### src/rtl/mult_pkg.sv
`default_nettype none
// ============================================================================
//  Module      : mult_pkg
//  Description : Shared types and constants for the round-robin multiplier
//                arbiter. Provides the sequencer state encoding, operand and
//                product widths, and a clog2-style helper that is used to
//                check the requester-index width.
//  Revision    : 1.0  initial release
// ============================================================================
package mult_pkg;

    localparam int OPW   = 8;
    localparam int PRODW = 16;

    typedef enum logic [1:0] {
        IDLE = 2'd0,
        BUSY = 2'd1,
        DONE = 2'd2
    } state_t;

    // Bits needed to index n items, never less than one.
    function automatic int clog2_min1(input int n);
        int w;
        w = 1;
        for (int i = 1; i < 31; i++) begin
            if ((1 << i) < n) begin
                w = i + 1;
            end
        end
        return w;
    endfunction

endpackage
`default_nettype wire

### src/rtl/mult_8x8_pipe.sv
`default_nettype none
// ============================================================================
//  Module      : mult_8x8_pipe
//  Description : Unsigned 8x8 multiplier with PIPE_STAGES register stages.
//                The first stage registers the product of the inputs; any
//                further stages delay it. Output p is the last stage.
//  Ports       : clk    - clock, rising edge
//                rst_n  - asynchronous active-low reset
//                a, b   - operands
//                p      - full 16-bit product, PIPE_STAGES cycles after a/b
//  Revision    : 1.0  initial release
// ============================================================================
module mult_8x8_pipe
    import mult_pkg::*;
#(
    parameter int PIPE_STAGES = 1
) (
    input  logic             clk,
    input  logic             rst_n,
    input  logic [OPW-1:0]   a,
    input  logic [OPW-1:0]   b,
    output logic [PRODW-1:0] p
);

    logic [PRODW-1:0] r_stage [PIPE_STAGES];

    always_ff @(posedge clk or negedge rst_n) begin
        if (!rst_n) begin
            for (int s = 0; s < PIPE_STAGES; s++) begin
                r_stage[s] <= '0;
            end
        end else begin
            r_stage[0] <= PRODW'(a) * PRODW'(b);
            for (int s = 1; s < PIPE_STAGES; s++) begin
                r_stage[s] <= r_stage[s-1];
            end
        end
    end

    assign p = r_stage[PIPE_STAGES-1];

endmodule
`default_nettype wire

### src/rtl/mult_rr_arbiter.sv
`default_nettype none
// ============================================================================
//  Module      : mult_rr_arbiter
//  Description : Round-robin sequencer sharing one 8x8 unsigned multiplier
//                among NUM_REQ requesters. One operand pair is accepted at a
//                time, multiplied, and the product is returned tagged with
//                the owning requester index.
//  Ports       : clk        - clock, rising edge
//                rst_n      - asynchronous active-low reset
//                req_valid  - per-requester operand valid
//                req_ready  - per-requester accept (one-hot or zero)
//                req_a/b    - packed operands, requester i at [8i+7:8i]
//                res_valid  - product valid
//                res_ready  - consumer accepts product
//                res_id     - requester owning res_data
//                res_data   - 16-bit product
//                busy       - sequencer not idle
//                op_count   - completed operations, saturating
//  Revision    : 1.0  initial release
// ============================================================================
module mult_rr_arbiter
    import mult_pkg::*;
#(
    parameter int NUM_REQ     = 4,
    parameter int PIPE_STAGES = 1,
    parameter int ID_W        = 2
) (
    input  logic                   clk,
    input  logic                   rst_n,
    input  logic [NUM_REQ-1:0]     req_valid,
    output logic [NUM_REQ-1:0]     req_ready,
    input  logic [OPW*NUM_REQ-1:0] req_a,
    input  logic [OPW*NUM_REQ-1:0] req_b,
    output logic                   res_valid,
    input  logic                   res_ready,
    output logic [ID_W-1:0]        res_id,
    output logic [PRODW-1:0]       res_data,
    output logic                   busy,
    output logic [15:0]            op_count
);

    localparam int c_LAT_W = 3;

    generate
        if (ID_W != clog2_min1(NUM_REQ)) begin : g_bad_id_w
            $error("ID_W must equal clog2(NUM_REQ)");
        end
        if (PIPE_STAGES < 1 || PIPE_STAGES > 4) begin : g_bad_pipe
            $error("PIPE_STAGES must be 1..4");
        end
    endgenerate

    state_t               r_state;
    state_t               w_next_state;
    logic [ID_W-1:0]      r_ptr;
    logic [ID_W-1:0]      r_op_id;
    logic [OPW-1:0]       r_op_a;
    logic [OPW-1:0]       r_op_b;
    logic [c_LAT_W-1:0]   r_lat_cnt;
    logic [15:0]          r_op_count;

    logic                 w_grant_found;
    logic [ID_W-1:0]      w_grant_idx;
    logic [ID_W:0]        w_scan_sum;
    logic [NUM_REQ-1:0]   w_grant_onehot;
    logic [OPW-1:0]       w_sel_a;
    logic [OPW-1:0]       w_sel_b;
    logic [ID_W-1:0]      w_ptr_next;
    logic                 w_accept;
    logic                 w_complete;
    logic [PRODW-1:0]     w_product;

    // ------------------------------------------------------------------
    // Round-robin scan starting at r_ptr. Walking the offsets from high
    // to low lets the smallest offset with a valid request win.
    // ------------------------------------------------------------------
    always_comb begin
        w_grant_found = 1'b0;
        w_grant_idx   = '0;
        w_scan_sum    = '0;
        for (int k = NUM_REQ - 1; k >= 0; k--) begin
            w_scan_sum = {1'b0, r_ptr} + (ID_W+1)'(k);
            if (w_scan_sum >= (ID_W+1)'(NUM_REQ)) begin
                w_scan_sum = w_scan_sum - (ID_W+1)'(NUM_REQ);
            end
            if (req_valid[w_scan_sum[ID_W-1:0]]) begin
                w_grant_found = 1'b1;
                w_grant_idx   = w_scan_sum[ID_W-1:0];
            end
        end
    end

    assign w_grant_onehot = w_grant_found ? (NUM_REQ'(1) << w_grant_idx) : '0;

    assign w_ptr_next = (w_grant_idx == ID_W'(NUM_REQ - 1)) ? '0
                                                            : w_grant_idx + ID_W'(1);

    // Operand mux for the granted requester.
    always_comb begin
        w_sel_a = '0;
        w_sel_b = '0;
        for (int i = 0; i < NUM_REQ; i++) begin
            if (w_grant_idx == ID_W'(i)) begin
                w_sel_a = req_a[i*OPW +: OPW];
                w_sel_b = req_b[i*OPW +: OPW];
            end
        end
    end

    // ------------------------------------------------------------------
    // Sequencer state register
    // ------------------------------------------------------------------
    always_ff @(posedge clk or negedge rst_n) begin
        if (!rst_n) begin
            r_state <= IDLE;
        end else begin
            r_state <= w_next_state;
        end
    end

    // ------------------------------------------------------------------
    // Next state and handshake outputs. req_ready is combinational from
    // req_valid, so it is also qualified by rst_n to read zero while
    // reset is held.
    // ------------------------------------------------------------------
    always_comb begin
        w_next_state = r_state;
        req_ready    = '0;
        w_accept     = 1'b0;
        w_complete   = 1'b0;
        case (r_state)
            IDLE: begin
                if (rst_n && w_grant_found) begin
                    req_ready    = w_grant_onehot;
                    w_accept     = 1'b1;
                    w_next_state = BUSY;
                end
            end
            BUSY: begin
                if (r_lat_cnt == '0) begin
                    w_next_state = DONE;
                end
            end
            DONE: begin
                if (res_ready) begin
                    w_complete   = 1'b1;
                    w_next_state = IDLE;
                end
            end
            default: begin
                w_next_state = IDLE;
            end
        endcase
    end

    // ------------------------------------------------------------------
    // Operand capture, pointer, latency counter and completion counter.
    // Operands only change on accept, so the multiplier output settles on
    // the new product and stays there through DONE.
    // ------------------------------------------------------------------
    always_ff @(posedge clk or negedge rst_n) begin
        if (!rst_n) begin
            r_ptr      <= '0;
            r_op_id    <= '0;
            r_op_a     <= '0;
            r_op_b     <= '0;
            r_lat_cnt  <= '0;
            r_op_count <= '0;
        end else begin
            if (w_accept) begin
                r_op_a    <= w_sel_a;
                r_op_b    <= w_sel_b;
                r_op_id   <= w_grant_idx;
                r_ptr     <= w_ptr_next;
                r_lat_cnt <= c_LAT_W'(PIPE_STAGES - 1);
            end else if (r_state == BUSY && r_lat_cnt != '0) begin
                r_lat_cnt <= r_lat_cnt - c_LAT_W'(1);
            end

            if (w_complete && r_op_count != 16'hFFFF) begin
                r_op_count <= r_op_count + 16'd1;
            end
        end
    end

    // The last pipe stage acts as the product register: with BUSY lasting
    // PIPE_STAGES cycles, it holds the new product on DONE entry.
    mult_8x8_pipe #(
        .PIPE_STAGES (PIPE_STAGES)
    ) u_mult (
        .clk   (clk),
        .rst_n (rst_n),
        .a     (r_op_a),
        .b     (r_op_b),
        .p     (w_product)
    );

    assign res_valid = (r_state == DONE);
    assign res_id    = r_op_id;
    assign res_data  = w_product;
    assign busy      = (r_state != IDLE);
    assign op_count  = r_op_count;

endmodule
`default_nettype wire

### config.mk
export PLATFORM = sky130hd
export DESIGN_NAME = mult_rr_arbiter
export DESIGN_NICKNAME = d
export VERILOG_FILES = /design/src/rtl/mult_pkg.sv /design/src/rtl/mult_8x8_pipe.sv /design/src/rtl/mult_rr_arbiter.sv
export SDC_FILE = /design/constraint.sdc
export NUM_CORES = 1
export LEC_CHECK = 0
export BUFFER_PORTS_ARGS = -buffer_cell sky130_fd_sc_hd__buf_2
export CORE_MARGIN = 2
export CORE_UTILIZATION = 40
export CTS_CLUSTER_DIAMETER = 60
export DETAILED_ROUTE_END_ITERATION = 8
export PLACE_DENSITY = 0.65
export SLEW_MARGIN = 20
export SYNTH_ARGS = -nofsm -noshare
export SYNTH_HDL_FRONTEND = slang
export SYNTH_SLANG_ARGS = --single-unit
### constraint.sdc
create_clock -name clk -period 3.8 [get_ports clk]
set_input_delay 0.19 -clock clk [delete_from_list [all_inputs] [get_ports clk]]
set_output_delay 0.19 -clock clk [all_outputs]
set_load 0.005 [all_outputs]
-- After elaboration in Yosys (flattened, before gate mapping)
Cells that the tools add are included.
Widths: inputs -> output; s select.
- add/sub/neg operators: 10
- $mul: 1
- $lt $le $gt $ge: 8
- equality and inequality tests: 9
- shift operators: 1
- muxes and demuxes: 42
- reduce and logical (&&, ||, !) cells: 10
- operators with widths (cell ; count):
    $mux 8 ; 8
    $mux 2 ; 12
    $add 16x1->16 const B ; 1
    $mul 8x8->16 ; 1
    $ne 16x16->1 const B ; 1
    $lt 2x3->1 const B ; 4
    $mux 1 ; 12
    $mux 4 ; 3
    $ge 3x3->1 const B ; 3
    $bmux 1 s2 ; 4
    $sub 2x1->2 const B ; 4
    $add 2x2->3 const B ; 2
    $eq 2x2->1 const B ; 3
    $mux 3 ; 2
    $pmux 2 s3 ; 1
    $eq 2x1->1 const B ; 2
    $logic_not 2->1 ; 2
    $ne 2x2->1 const B ; 2
    $reduce_bool 2->1 ; 2
    $shl 1x2->4 const A ; 1
    $add 2x1->3 const B ; 1
    $ge 2x3->1 const B ; 1
    $logic_and 1x1->1 ; 3
    $logic_not 3->1 ; 1
    5 further kinds ; 5
- bits in registers: 57
- bits of input ports: 71
- output and inout port bits: 40
- logic and storage cells: 89

-- Logic depth before layout (Yosys ltp)
Gate-level depths: netlist of the first run.
- word-level depth: 14
- depth in mapped cells: 15
- gate-level depth less buffers: 15

-- Cells and area by module
From an unflattened synthesis of the first run, not the netlist that was laid out.
- cells, all modules: 553
- area total of the unflattened synthesis: 5023.6 um2
- modules (own cells, without submodules) (module ; instances ; cells each ; area each (um2) ; seq. area each (um2)):
    mult_rr_arbiter ; 1 ; 294 ; 2517.4 ; 1026.0
    mult_8x8_pipe ; 1 ; 259 ; 2506.2 ; 400.4

-- Worst setup path before layout of the first run
OpenSTA, ideal clock, no wires.
- kind: flip-flop to flip-flop
- start point: register r_op_a[2]
- end point: register u_mult.r_stage, in the netlist u_mult.p[12]
- library setup time: 80 ps
- arrival: 3868 ps
- data required time: 3720 ps
- setup slack: -148 ps
- cell stages (with the launch flop): 14
- path buffers: 0
- period minus slack after synthesis: 3948 ps
- path through: dfrtp_1 > and2_1 > fa_1 > fa_1 > fa_1 > inv_1 > fa_1 > inv_1 > ha_1 > a21oi_1 > o211ai_1 > a21o_1 > a21oi_1 > xnor2_1
- cells in the longest elaborated chain, start to end: 1
- RTL lines (element ; line ; RTL):
    start, declared ; mult_rr_arbiter.sv:57 ; logic [OPW-1:0] r_op_a;
    start signal, assigned ; mult_rr_arbiter.sv:171 ; r_op_a <= w_sel_a;
    $mul 8x8->16 ; mult_8x8_pipe.sv:33 ; r_stage[0] <= PRODW'(a) * PRODW'(b);
    end signal, assigned by index ; mult_8x8_pipe.sv:35 ; r_stage[s] <= r_stage[s-1];
    end, declared ; mult_8x8_pipe.sv:25 ; logic [PRODW-1:0] r_stage [PIPE_STAGES];
No other way between the ends.
A chain may end at the register's enable or synchronous reset.

-- Worst setup path after layout of the first run
- start point: register r_op_b[4]
- end point: register u_mult.r_stage, in the netlist u_mult.p[14]
- cells in the longest elaborated chain, start to end: 1
- RTL lines (element ; line ; RTL):
    start, declared ; mult_rr_arbiter.sv:58 ; logic [OPW-1:0] r_op_b;
    start signal, assigned ; mult_rr_arbiter.sv:172 ; r_op_b <= w_sel_b;
    $mul 8x8->16 ; mult_8x8_pipe.sv:33 ;
No other way between the ends.

==> key figures, run 1 <==
Setup path
  – Critical Path End: u_mult.p[14]
  – Worst r2r path cells: 14
  – CP Launch Point: r_op_b[4]
  – Critical path cell sequence: nand2_1 -> fa_1 -> fa_1 -> inv_2 -> fa_1 -> inv_1 -> fa_1 -> inv_2 -> ha_4 -> o211ai_1 -> o211ai_1 -> a31oi_1 -> o21bai_1 -> xor2_1
  – Required time worst endpoint: a little over 4 ns
  – Reg2Reg Setup Slack: -0.14 ns
  – Critical path type: reg2reg
  – R2r endpoint: u_mult.p[14]
  – Worst EP arrival: between 4 and 5 ns
  – Critical Path Most Common Cell: fa_1
  – Startpoint types: register
  – Reg-to-reg startpoint: r_op_b[4]
  – Endpoint class of the critical path: register
  – Crit-path slowest cell: fa_1
  – CP Max Fanout: 7
  – Crit path largest cell delay: between 0.5 and 0.6 ns

Yosys
  – EDFF count, synth: 0
  – Syn_nets: 668
  – Seq/Total Area, Yosys: between 20% and 30%
  – Post-Syn Area: about 0.0048 sq mm
  – Synthesis-stage register bit count: between 50 and 60
  – Yosys top cell area share: between 20% and 30%
  – Yosys top cell by area: dfrtp_1
  – Synth Instances: a little over 500
  – Synth cell types: about 50
  – Async SR Flop Fraction: 100%
  – Synth Warn #: 0
  – Synth area leaders: dfrtp_1, fa_1, ha_1, and2_1, inv_1
  – Main flop type after synthesis: dfrtp_1
  – Syn avg cell area: roughly 9.4 sq um

Clock network
  – Worst-Skew Late Latency: around 0.32 ns
  – Hold_buf cts: 0
  – CTS tree: done
  – Clock Sinks: 57
  – H-tree Lvls: 3
  – Bufs on Longest Clock Path: 2
  – CTS Buf Count: 9
  – Root buf cell: clkbuf_16
  – Clock transition at path regs: about 0.060 ns

Layout
  – Proportion of layout cells with a drive suffix above 1: 34.3%
  – Multi-input logic area: between 0.003 and 0.004 sq mm
  – FF+latch area: 0.00144 sq mm
  – Util after Layout: 53.2%
  – # fillers: roughly 1100
  – Post-Layout Cell Count: between 800 and 900
  – Diodes inserted: 0
  – Area growth, synth to finish: 30.8%
  – Post-layout net count: roughly 820
  – Design Area, Final: approximately 0.0063 sq mm

Power and ir drop
  – Cell Int Power: between 0.003 and 0.004 W
  – Net Sw Frac: between 40% and 50%
  – Worst VDD drop: between 0.0004 and 0.0005 V
  – Leakage: 3.23 nW
  – Combinational Power Share: between 60 and 70%
  – P_sw: roughly 0.0024 W
  – Flop pwr share: around a fifth
  – Pwr per Cell Area: 874 mW/mm^2
  – Clock power frac: 13.1%

Floorplanning
  – Die X: approximately 110 microns
  – Ports: around 110
  – Die Height: approximately 110 microns
  – Core footprint: ~0.012 sq mm
  – Initial Utilization: between 40 and 50%
  – # rows: 40
  – Die area: 0.0130 sq mm

GRT
  – Met1 Use GR: 23.0%
  – Pin count of the biggest net entering global routing: just under 60
  – Number of global-route vias before repair: between 4000 and 5000
  – Total global-route track usage: between 10% and 20%
  – Initial antenna violation count: 0
  – Met3 Resource Use GR: under 10%
  – First-pass GRT wire length: between 15000 and 20000 microns
  – Busiest layer in global routing: met2
  – Routing usage on met2: a little over 30%
  – GRT overflow: 0

Timing
  – Clk_skew: between 0.008 and 0.009 ns
  – Rel. slew slack: a little over a third
  – Setup WS post-layout: -0.139 ns
  – Total negative slack: -0.219 ns
  – Final period util: 104%
  – RSZ-0062 raised after global routing: yes
  – Post-route minimum period: between 3 and 4 ns
  – Hold Vio Cnt, Final: 0
  – Final setup violating endpoints: 3
  – Slew Viols, Final: 0
  – Worst-Margin Slew: about 0.96 ns
  – Max Clk Rate: ~250 MHz

Detailed routing
  – Antenna Nets Post-Route: 0
  – WL per Instance: 13.4 microns
  – Starting DRT DRC Count: 89
  – First-pass iteration count of the detailed router: 4
  – DRC: 0
  – WL final: about 11000 microns
  – Vias: between 4000 and 5000
  – Via/cell ratio: between 4 and 5

Placed design
  – DP Area: slightly below 0.006 sq mm
  – Placed cells: 796
  – DP HPWL: 8520 microns
  – DP Worst Slack: -0.164 ns
  – Number of port buffers: 110
  – GPL Wtd Cong: 0.920

Status
  – Outcome: finished, violations left
  – Failing checks: negative setup slack

Flow run
  – Max_cap viols: 0

Hold path
  – Worst Hold Class: in2async
==> layout by cell type (no fill, tap or decap), drive strengths merged, types with 2 or more instances in the layout <==
cell type / Yosys / final
nand2b: 3 / 3
o211ai: 3 / 3
fa: 36 / 36
o31ai: 2 / 2
o21ai: 23 / 23
a21oi: 32 / 32
and3: 2 / 2
and2: 58 / 58
nand3: 2 / 2
clkbuf: 8 / 10
xnor2: 22 / 22
ha: 43 / 43
nor2: 13 / 13
inv: 69 / 70
o21bai: 2 / 2
nand2: 47 / 47
xor2: 6 / 6
o21a: 3 / 3
nor3: 18 / 18
buf: 7 / 154
nand4: 8 / 8
nor2b: 17 / 17
a31oi: 3 / 3
dfrtp: 57 / 57
a211oi: 2 / 2
clkinvlp: 0 / 4
a21o: 4 / 4
a221oi: 15 / 15
==> logic make-up (layout without fill, tap and decap cells) <==
family / after synthesis / after routing / share of synthesized area (%)
simple gates: 175 / 175 / 20.0
flops: 57 / 57 / 29.4
compound gates: 93 / 93 / 12.3
xor+xnor: 28 / 28 / 5.06
fa+ha+maj: 79 / 79 / 26.0
mux: 2 / 2 / 0.439
buf+inv: 84 / 239 / 6.81
==> area by class of cell <==
class | count | area share (%)
Multi-Input combinational cell | 377 | 52.1
Timing Repair Buffer | 154 | 13.9
Clock buffer | 10 | 3.61
Tap cell | 147 | 2.90
Sequential cell | 57 | 22.6
Inverter | 69 | 4.08
Clock inverter | 6 | 0.690
==> synth_stat cells, types with 3 or more instances <==
| library cell | instances |
|---|---|
| inv_1 | 69 |
| and2_1 | 58 |
| dfrtp_1 | 57 |
| nand2_1 | 47 |
| ha_1 | 43 |
| fa_1 | 36 |
| a21oi_1 | 32 |
| xnor2_1 | 22 |
| o21ai_1 | 19 |
| nor2b_1 | 16 |
| nor3_1 | 16 |
| a221oi_1 | 15 |
| nor2_1 | 13 |
| clkbuf_1 | 8 |
| nand4_1 | 7 |
| buf_2 | 6 |
| xor2_1 | 6 |
| a21o_1 | 4 |
| o21ai_0 | 4 |
| nand2b_1 | 3 |
| o211ai_1 | 3 |
| o21a_1 | 3 |
==> sequential cells by signal, indices dropped and copies added (netlist names) <==
register	cells
r_lat_cnt	3
res_id	2
r_state	2
r_op_a	8
r_ptr	2
r_op_b	8
op_count	16
u_mult.p	16
==> worst max-delay path: cells and delay by family (launching register included) <==
| kind | cells | cell delay, ns |
|---|---|---|
| AOI/OAI and AO/OA | 4 | 0.79 |
| xor gates and xnor gates | 1 | 0.14 |
| DFF | 1 | 0.42 |
| and+or+nand+nor | 1 | 0.09 |
| buffers and inverters | 3 | 0.13 |
| adders and majority gates | 5 | 2.29 |
==> worst min path at each step <==
stage              endpoint  depth (start not counted)  slack, ns
3_5_place_dp      res_id[0]                          2       0.41
3_3_place_gp      res_id[1]                          2       0.40
6_report       r_lat_cnt[2]                          2       0.02
2_1_floorplan   op_count[0]                          0      -0.11
5_1_grt           res_id[0]                          2       0.09
4_1_cts           res_id[0]                          2       0.06
==> metrics by stage <==
step	power, W	hold slack (ns)
after global routing	0.00612	0.0918
final	0.00554	0.0178
after floorplan	0.00320	-0.106
after CTS	0.00531	0.0555
after global placement	0.00419	0.396
after detailed placement	0.00428	0.408
==> power by group through the flow <==
stage	clock network, W	registers, W	logic (W)
final	0.000728	0.00103	0.00378
after global routing	0.000777	0.00106	0.00428
after CTS	0.000746	0.00102	0.00355
after detailed placement	0	0.00103	0.00326
after global placement	0	0.00101	0.00318
after floorplan	0	0.00101	0.00219
==> metal layers <==
metal / vias up / wire (microns)
met4: 0 / 194
met1: 1867 / 4980
met5: - / 0
met2: 119 / 5350
met3: 16 / 496
li1: 2016 / -
==> timing repair <==
action / CTS / global route
endpoints found under the hold margin: 0 / 0
endpoints found under the setup margin: 8 / 8
pin swaps: 30 / 16
buffers inserted: 6 / 2
gates resized for setup: 23 / 31
(Power assumes the default switching activity.)
==> inputs of run 2 (changes only) <==
CORE_MARGIN = unset   (was 2)
REMOVE_ABC_BUFFERS = 1   (was unset)
==> run 2 against run 1 <==
The flow finishes with violations (design-rule violations, negative setup slack). Critical path depth stayed put. Fmax is 2.1% higher. Die area is 3.5% lower. Register-to-register slack better by 0.08 ns. Largest power group unchanged. Global-route usage is 0.64 points higher. Hold slack better by 0.026 ns. Critical endpoint unchanged. Clock skew hardly changed. Combinational power is 1% higher. Flip-flop and latch count stayed put. Critical path type unchanged.
==> key figures, run 2 (synthesis gave the netlist of run 1 again) <==
Clock network
  – Root buf cell: clkbuf_16
  – Bufs on Longest Clock Path: 2
  – CTS Buf Count: 9
  – Clock transition at path regs: ~0.050 ns
  – H-tree Lvls: 3
  – Worst-Skew Late Latency: 0.33 ns
  – CTS tree: done
  – Clock Sinks: 57

Layout
  – Commonest non-fill, non-tap cell in the layout: buf_2
  – Commonest cells after routing, fill and taps aside: buf_2, inv_1, dfrtp_1
  – # fillers: ~1000
  – Diodes inserted: 0
  – Util after Layout: 55.8%
  – Design Area, Final: 0.00648 sq mm
  – Area growth, synth to finish: 33.7%
  – Proportion of layout cells with a drive suffix above 1: a little over a third
  – Post-Layout Cell Count: 824
  – Post-layout net count: slightly above 800

Placed design
  – Placed cells: slightly below 800
  – GPL Wtd Cong: between 0.8 and 0.9
  – Number of port buffers: 110
  – DP HPWL: ~8400 microns
  – DP Area: a little under 0.006 sq mm

Status
  – Failing checks: design-rule violations, negative setup slack
  – Outcome: finished, violations left

Floorplanning
  – Core footprint: about 0.012 sq mm
  – Initial Utilization: approximately two fifths
  – Ports: between 100 and 150
  – Die Height: between 100 and 150 microns
  – Die area: 0.0126 sq mm
  – # rows: 39
  – Die X: between 100 and 150 microns

GRT
  – First-pass GRT wire length: about 19000 microns
  – Initial antenna violation count: 0
  – Total global-route track usage: 18.5%
  – GRT overflow: 0
  – Number of global-route vias before repair: between 4000 and 5000
  – Pin count of the biggest net entering global routing: between 50 and 60

Setup path
  – Critical Path Most Common Cell: fa_1
  – Critical path type: reg2reg
  – Top delay family on crit path: adder cells
  – Required time worst endpoint: around 4 ns
  – Crit-path slowest cell: fa_1
  – Buf+Inv Stages, Crit Path: 3
  – Worst EP arrival: 4.10 ns
  – Critical path cell sequence: buf_6 -> and2_4 -> fa_2 -> fa_1 -> fa_1 -> inv_1 -> fa_1 -> inv_2 -> ha_4 -> o211ai_1 -> o211ai_1 -> a31oi_1 -> o21bai_1 -> xor2_1
  – Crit path largest cell delay: between 0.5 and 0.6 ns
  – CP Max Fanout: 5
  – Endpoint class of the critical path: register
  – Startpoint types: register

Power and ir drop
  – Leakage: around 3.3 nW
  – Worst VDD drop: ~0.00047 V
  – Pwr per Cell Area: 884 mW/mm^2

Detailed routing
  – WL final: between 10000 and 15000 microns
  – WL per Instance: 13.1 microns
  – First-pass iteration count of the detailed router: 8
  – Via/cell ratio: 4.93
  – Starting DRT DRC Count: 130
  – DRC: 7
  – Vias: 4060
  – Antenna Nets Post-Route: 0

Hold path
  – Worst Hold Class: in2async

Timing
  – Setup WS post-layout: -0.0569 ns
  – Slew Viols, Final: 0
  – Post-route minimum period: roughly 3.9 ns
  – Clk_skew: 0.00858 ns
  – Max Clk Rate: approximately 260 MHz
  – RSZ-0062 raised after global routing: yes
  – Hold Vio Cnt, Final: 0
  – Final setup violating endpoints: 3
  – Worst-Margin Slew: roughly 0.95 ns
  – Rel. slew slack: a little under two fifths
  – Final period util: 101%

Flow run
  – Max_cap viols: 0
## run 2: cell count changes in the layout (fill, tap and decap cells not counted), moves of 3 or more
cell | before | now
buf_4 | 43 | 46
ha_1 | 35 | 32
o21ai_2 | 4 | 1
and2_4 | 5 | 9
buf_6 | 1 | 7
and2_1 | 53 | 49
## run 2: worst reg2reg max path, stage by stage, from the launching register on
cell,delay [ns]
dfrtp_2,0.45
buf_6,0.13
and2_4,0.15
fa_2,0.36
fa_1,0.47
fa_1,0.54
inv_1,0.05
fa_1,0.49
inv_2,0.04
ha_4,0.29
o211ai_1,0.11
o211ai_1,0.27
a31oi_1,0.12
o21bai_1,0.17
xor2_1,0.16
## run 2: repair_timing
item / in CTS / in global routing
setup endpoints to repair: 8 / 8
resized for setup: 41 / 21
setup buffers: 13 / 2
pin swaps: 36 / 21
hold buffers: 0 / 0
## run 2: stage by stage
| stage | TNS (ns) | hold slack, ns | total power [W] | setup WS, ns |
|---|---|---|---|---|
| global placement | -0.927 | 0.404 | 0.00410 | -0.194 |
| detailed placement | -1.52 | 0.421 | 0.00421 | -0.299 |
| finish | -0.112 | 0.0440 | 0.00573 | -0.0569 |
| global route | -0.800 | 0.131 | 0.00631 | -0.193 |
| CTS | -0.0859 | 0.0749 | 0.00561 | -0.0749 |
| floorplan | -0.364 | -0.106 | 0.00305 | -0.148 |
## run 2: where the power goes
group	leakage, nW	total, W	switching, W	internal [W]
sequential	0.728	0.00102	0.000184	0.000839
combinational	2.42	0.00383	0.00190	0.00193
clock	0.151	0.000876	0.000289	0.000586
total	3.30	0.00573	0.00237	0.00336
## run 2: layer usage
layer	track usage [%]	wire (microns)
met4	5.69	203
met5	0	0
met1	23.9	4970
met3	3.19	371
met2	31.8	5290
## run 2: final cells by class
cell class / count / area [sq um] / share of cell area [%]
clock buffer: 10 / 239 / 3.69
multi-input combinational: 377 / 3320 / 51.2
clock inverter: 5 / 80.1 / 1.24
inverter: 69 / 259 / 4.00
sequential: 57 / 1430 / 22.1
timing repair buffer: 163 / 975 / 15.0
tap: 143 / 179 / 2.76
## run 2: path summary, 6_finish.rpt
check | cells after the start | end | slack [ns] | start
max | 14 | u_mult.p[14] | -0.06 | r_op_a[4]
min | 2 | r_ptr[0] | 0.04 | rst_n
max reg2reg | 14 | u_mult.p[14] | -0.06 | r_op_a[4]
min reg2reg | 2 | res_id[0] | 0.49 | res_id[0]
max in group asynchronous | 2 | r_op_a[5] | 3.25 | rst_n
min in group clk | 3 | r_op_a[3] | 0.14 | req_a[27]
==> inputs of run 3 (changes only) <==
PLACE_DENSITY = 0.63   (was 0.65)
SLEW_MARGIN = unset   (was 20)
==> run 3 against run 2 <==
The run still ends with design-rule violations, negative setup slack left. Wire length rose by 2.5%. Worst setup slack got worse by 0.035 ns. First-iteration DRC count rose by 16%. Die area did not move. Sequential power about the same. Via count shrank 1.9%. Hold slack worse by 0.0035 ns. Sequential share of layout area is 0.34 points higher.
==> key figures, run 3 (synthesis gave the netlist of run 1 again) <==
Setup path
  – Worst r2r path cells: 15
  – Reg-to-reg startpoint: r_op_a[5]
  – Startpoint types: register
  – R2r endpoint: u_mult.p[14]
  – CP Max Fanout: 4
  – Endpoint class of the critical path: register
  – Reg2Reg Setup Slack: -0.09 ns
  – Critical path type: reg2reg
  – Critical Path End: u_mult.p[14]
  – Worst EP arrival: around 4.1 ns
  – Required time worst endpoint: 4.04 ns
  – CP Launch Point: r_op_a[5]

Floorplanning
  – Initial Utilization: between 40% and 50%
  – Die X: 112 microns
  – Ports: between 100 and 150
  – Die Height: 112 microns
  – Core footprint: between 0.01 and 0.015 sq mm
  – # rows: 39
  – Die area: 0.0126 sq mm

Placed design
  – Placed cells: 795
  – Number of port buffers: 110
  – GPL Wtd Cong: 0.833
  – DP Area: between 0.005 and 0.006 sq mm
  – DP Worst Slack: -0.266 ns
  – DP HPWL: approximately 8400 microns

Layout
  – Post-Layout Cell Count: ~820
  – Proportion of layout cells with a drive suffix above 1: between 30% and 40%
  – Util after Layout: 55.0%
  – FF+latch area: around 0.0014 sq mm
  – Commonest cells after routing, fill and taps aside: buf_2, inv_1, and2_1, dfrtp_1, nand2_1
  – Area growth, synth to finish: 31.7%
  – Design Area, Final: 0.00638 sq mm
  – Diodes inserted: 0
  – Multi-input logic area: 0.00331 sq mm
  – Commonest non-fill, non-tap cell in the layout: buf_2
  – # fillers: around 1100
  – Post-layout net count: ~820

GRT
  – Initial antenna violation count: 0
  – Pin count of the biggest net entering global routing: just under 60
  – Total global-route track usage: about a fifth
  – Number of global-route vias before repair: 4266
  – GRT overflow: 0
  – First-pass GRT wire length: 19700 microns

Detailed routing
  – First-pass iteration count of the detailed router: 6
  – WL final: around 11000 microns
  – Antenna Nets Post-Route: 0
  – Starting DRT DRC Count: approximately 150
  – DRC: 4
  – Via/cell ratio: 4.88
  – WL per Instance: 13.6 microns
  – Vias: between 3000 and 4000

Hold path
  – Worst Hold Class: in2async

Timing
  – Setup WS post-layout: -0.0924 ns
  – Clk_skew: 0.00516 ns
  – Worst-Margin Slew: 0.925 ns
  – Rel. slew slack: 38.4%
  – Slew Viols, Final: 0
  – Final period util: 102%
  – Hold Vio Cnt, Final: 0
  – RSZ-0062 raised after global routing: yes
  – Final setup violating endpoints: 3
  – Post-route minimum period: between 3 and 4 ns
  – Max Clk Rate: ~260 MHz

Power and ir drop
  – P_sw: roughly 0.0024 W
  – Flop pwr share: 18.1%
  – Clock power frac: between 10% and 20%
  – Net Sw Frac: around two fifths
  – Leakage: 3.26 nW
  – Combinational Power Share: 67.2%
  – Worst VDD drop: approximately 0.00037 V
  – Cell Int Power: 0.00331 W
  – Pwr per Cell Area: between 800 and 900 mW/mm^2

Clock network
  – Hold_buf cts: 0
  – H-tree Lvls: 3
  – CTS tree: done
  – Clock transition at path regs: 0.06 ns
  – Bufs on Longest Clock Path: 2
  – Clock Sinks: 57
  – CTS Buf Count: 9
  – Root buf cell: clkbuf_16
  – Worst-Skew Late Latency: roughly 0.32 ns

Flow run
  – Max_cap viols: 0

Status
  – Outcome: finished, violations left
  – Failing checks: design-rule violations, negative setup slack
==> run 3: how the worst min path moves through the flow <==
stage                             end  cells past startpoint  slack (ns)
after floorplan           op_count[0]                      0       -0.11
after global placement       r_ptr[1]                      2        0.40
after detailed placement  op_count[4]                      2        0.41
after CTS                 op_count[4]                      2        0.07
after global routing         r_ptr[1]                      2        0.10
final                        r_ptr[1]                      2        0.04
==> run 3: area by class of cell <==
type	count	area share, %
Multi-Input combinational cell	377	51.9
Sequential cell	57	22.5
Timing Repair Buffer	154	14.0
Inverter	69	4.06
Clock buffer	12	4.02
Tap cell	143	2.80
Clock inverter	4	0.803
==> run 3: stage by stage <==
stage	hold slack, ns	power, W	setup TNS (ns)
2_1_floorplan	-0.106	0.00305	-0.364
3_3_place_gp	0.403	0.00413	-0.929
3_5_place_dp	0.411	0.00420	-1.38
4_1_cts	0.0700	0.00548	-0.203
5_1_grt	0.105	0.00631	-1.16
6_report	0.0405	0.00570	-0.160
==> run 3: power groups by stage <==
| stage | logic (W) | clock network (W) | registers, W |
|---|---|---|---|
| 5_1_grt | 0.00436 | 0.000885 | 0.00106 |
| 4_1_cts | 0.00361 | 0.000854 | 0.00102 |
| 2_1_floorplan | 0.00204 | 0 | 0.00101 |
| 3_3_place_gp | 0.00311 | 0 | 0.00102 |
| 6_report | 0.00383 | 0.000838 | 0.00103 |
| 3_5_place_dp | 0.00317 | 0 | 0.00103 |
==> run 3: worst max-delay path, cell delays in order (launching register included) <==
cell and delay, ns:
dfrtp_1 0.42, buf_4 0.17, nand2_4 0.06, fa_1 0.42, fa_1 0.51, inv_2 0.04
fa_1 0.51, inv_2 0.04, fa_1 0.48, inv_2 0.05, ha_4 0.28, o211ai_1 0.12
o211ai_1 0.26, a31oi_1 0.13, o21bai_1 0.17, xor2_1 0.16
==> run 3: metal layers <==
layer / global-route usage, % / wire length, microns
met5: 0 / 0
met4: 5.07 / 136
met3: 3.29 / 406
met1: 25.1 / 5130
met2: 33.0 / 5430
==> run 3: repair_timing <==
action,in CTS,in global routing
buffers inserted,5,1
setup endpoints to repair,8,8
resized for setup,33,25
pin swaps,30,40
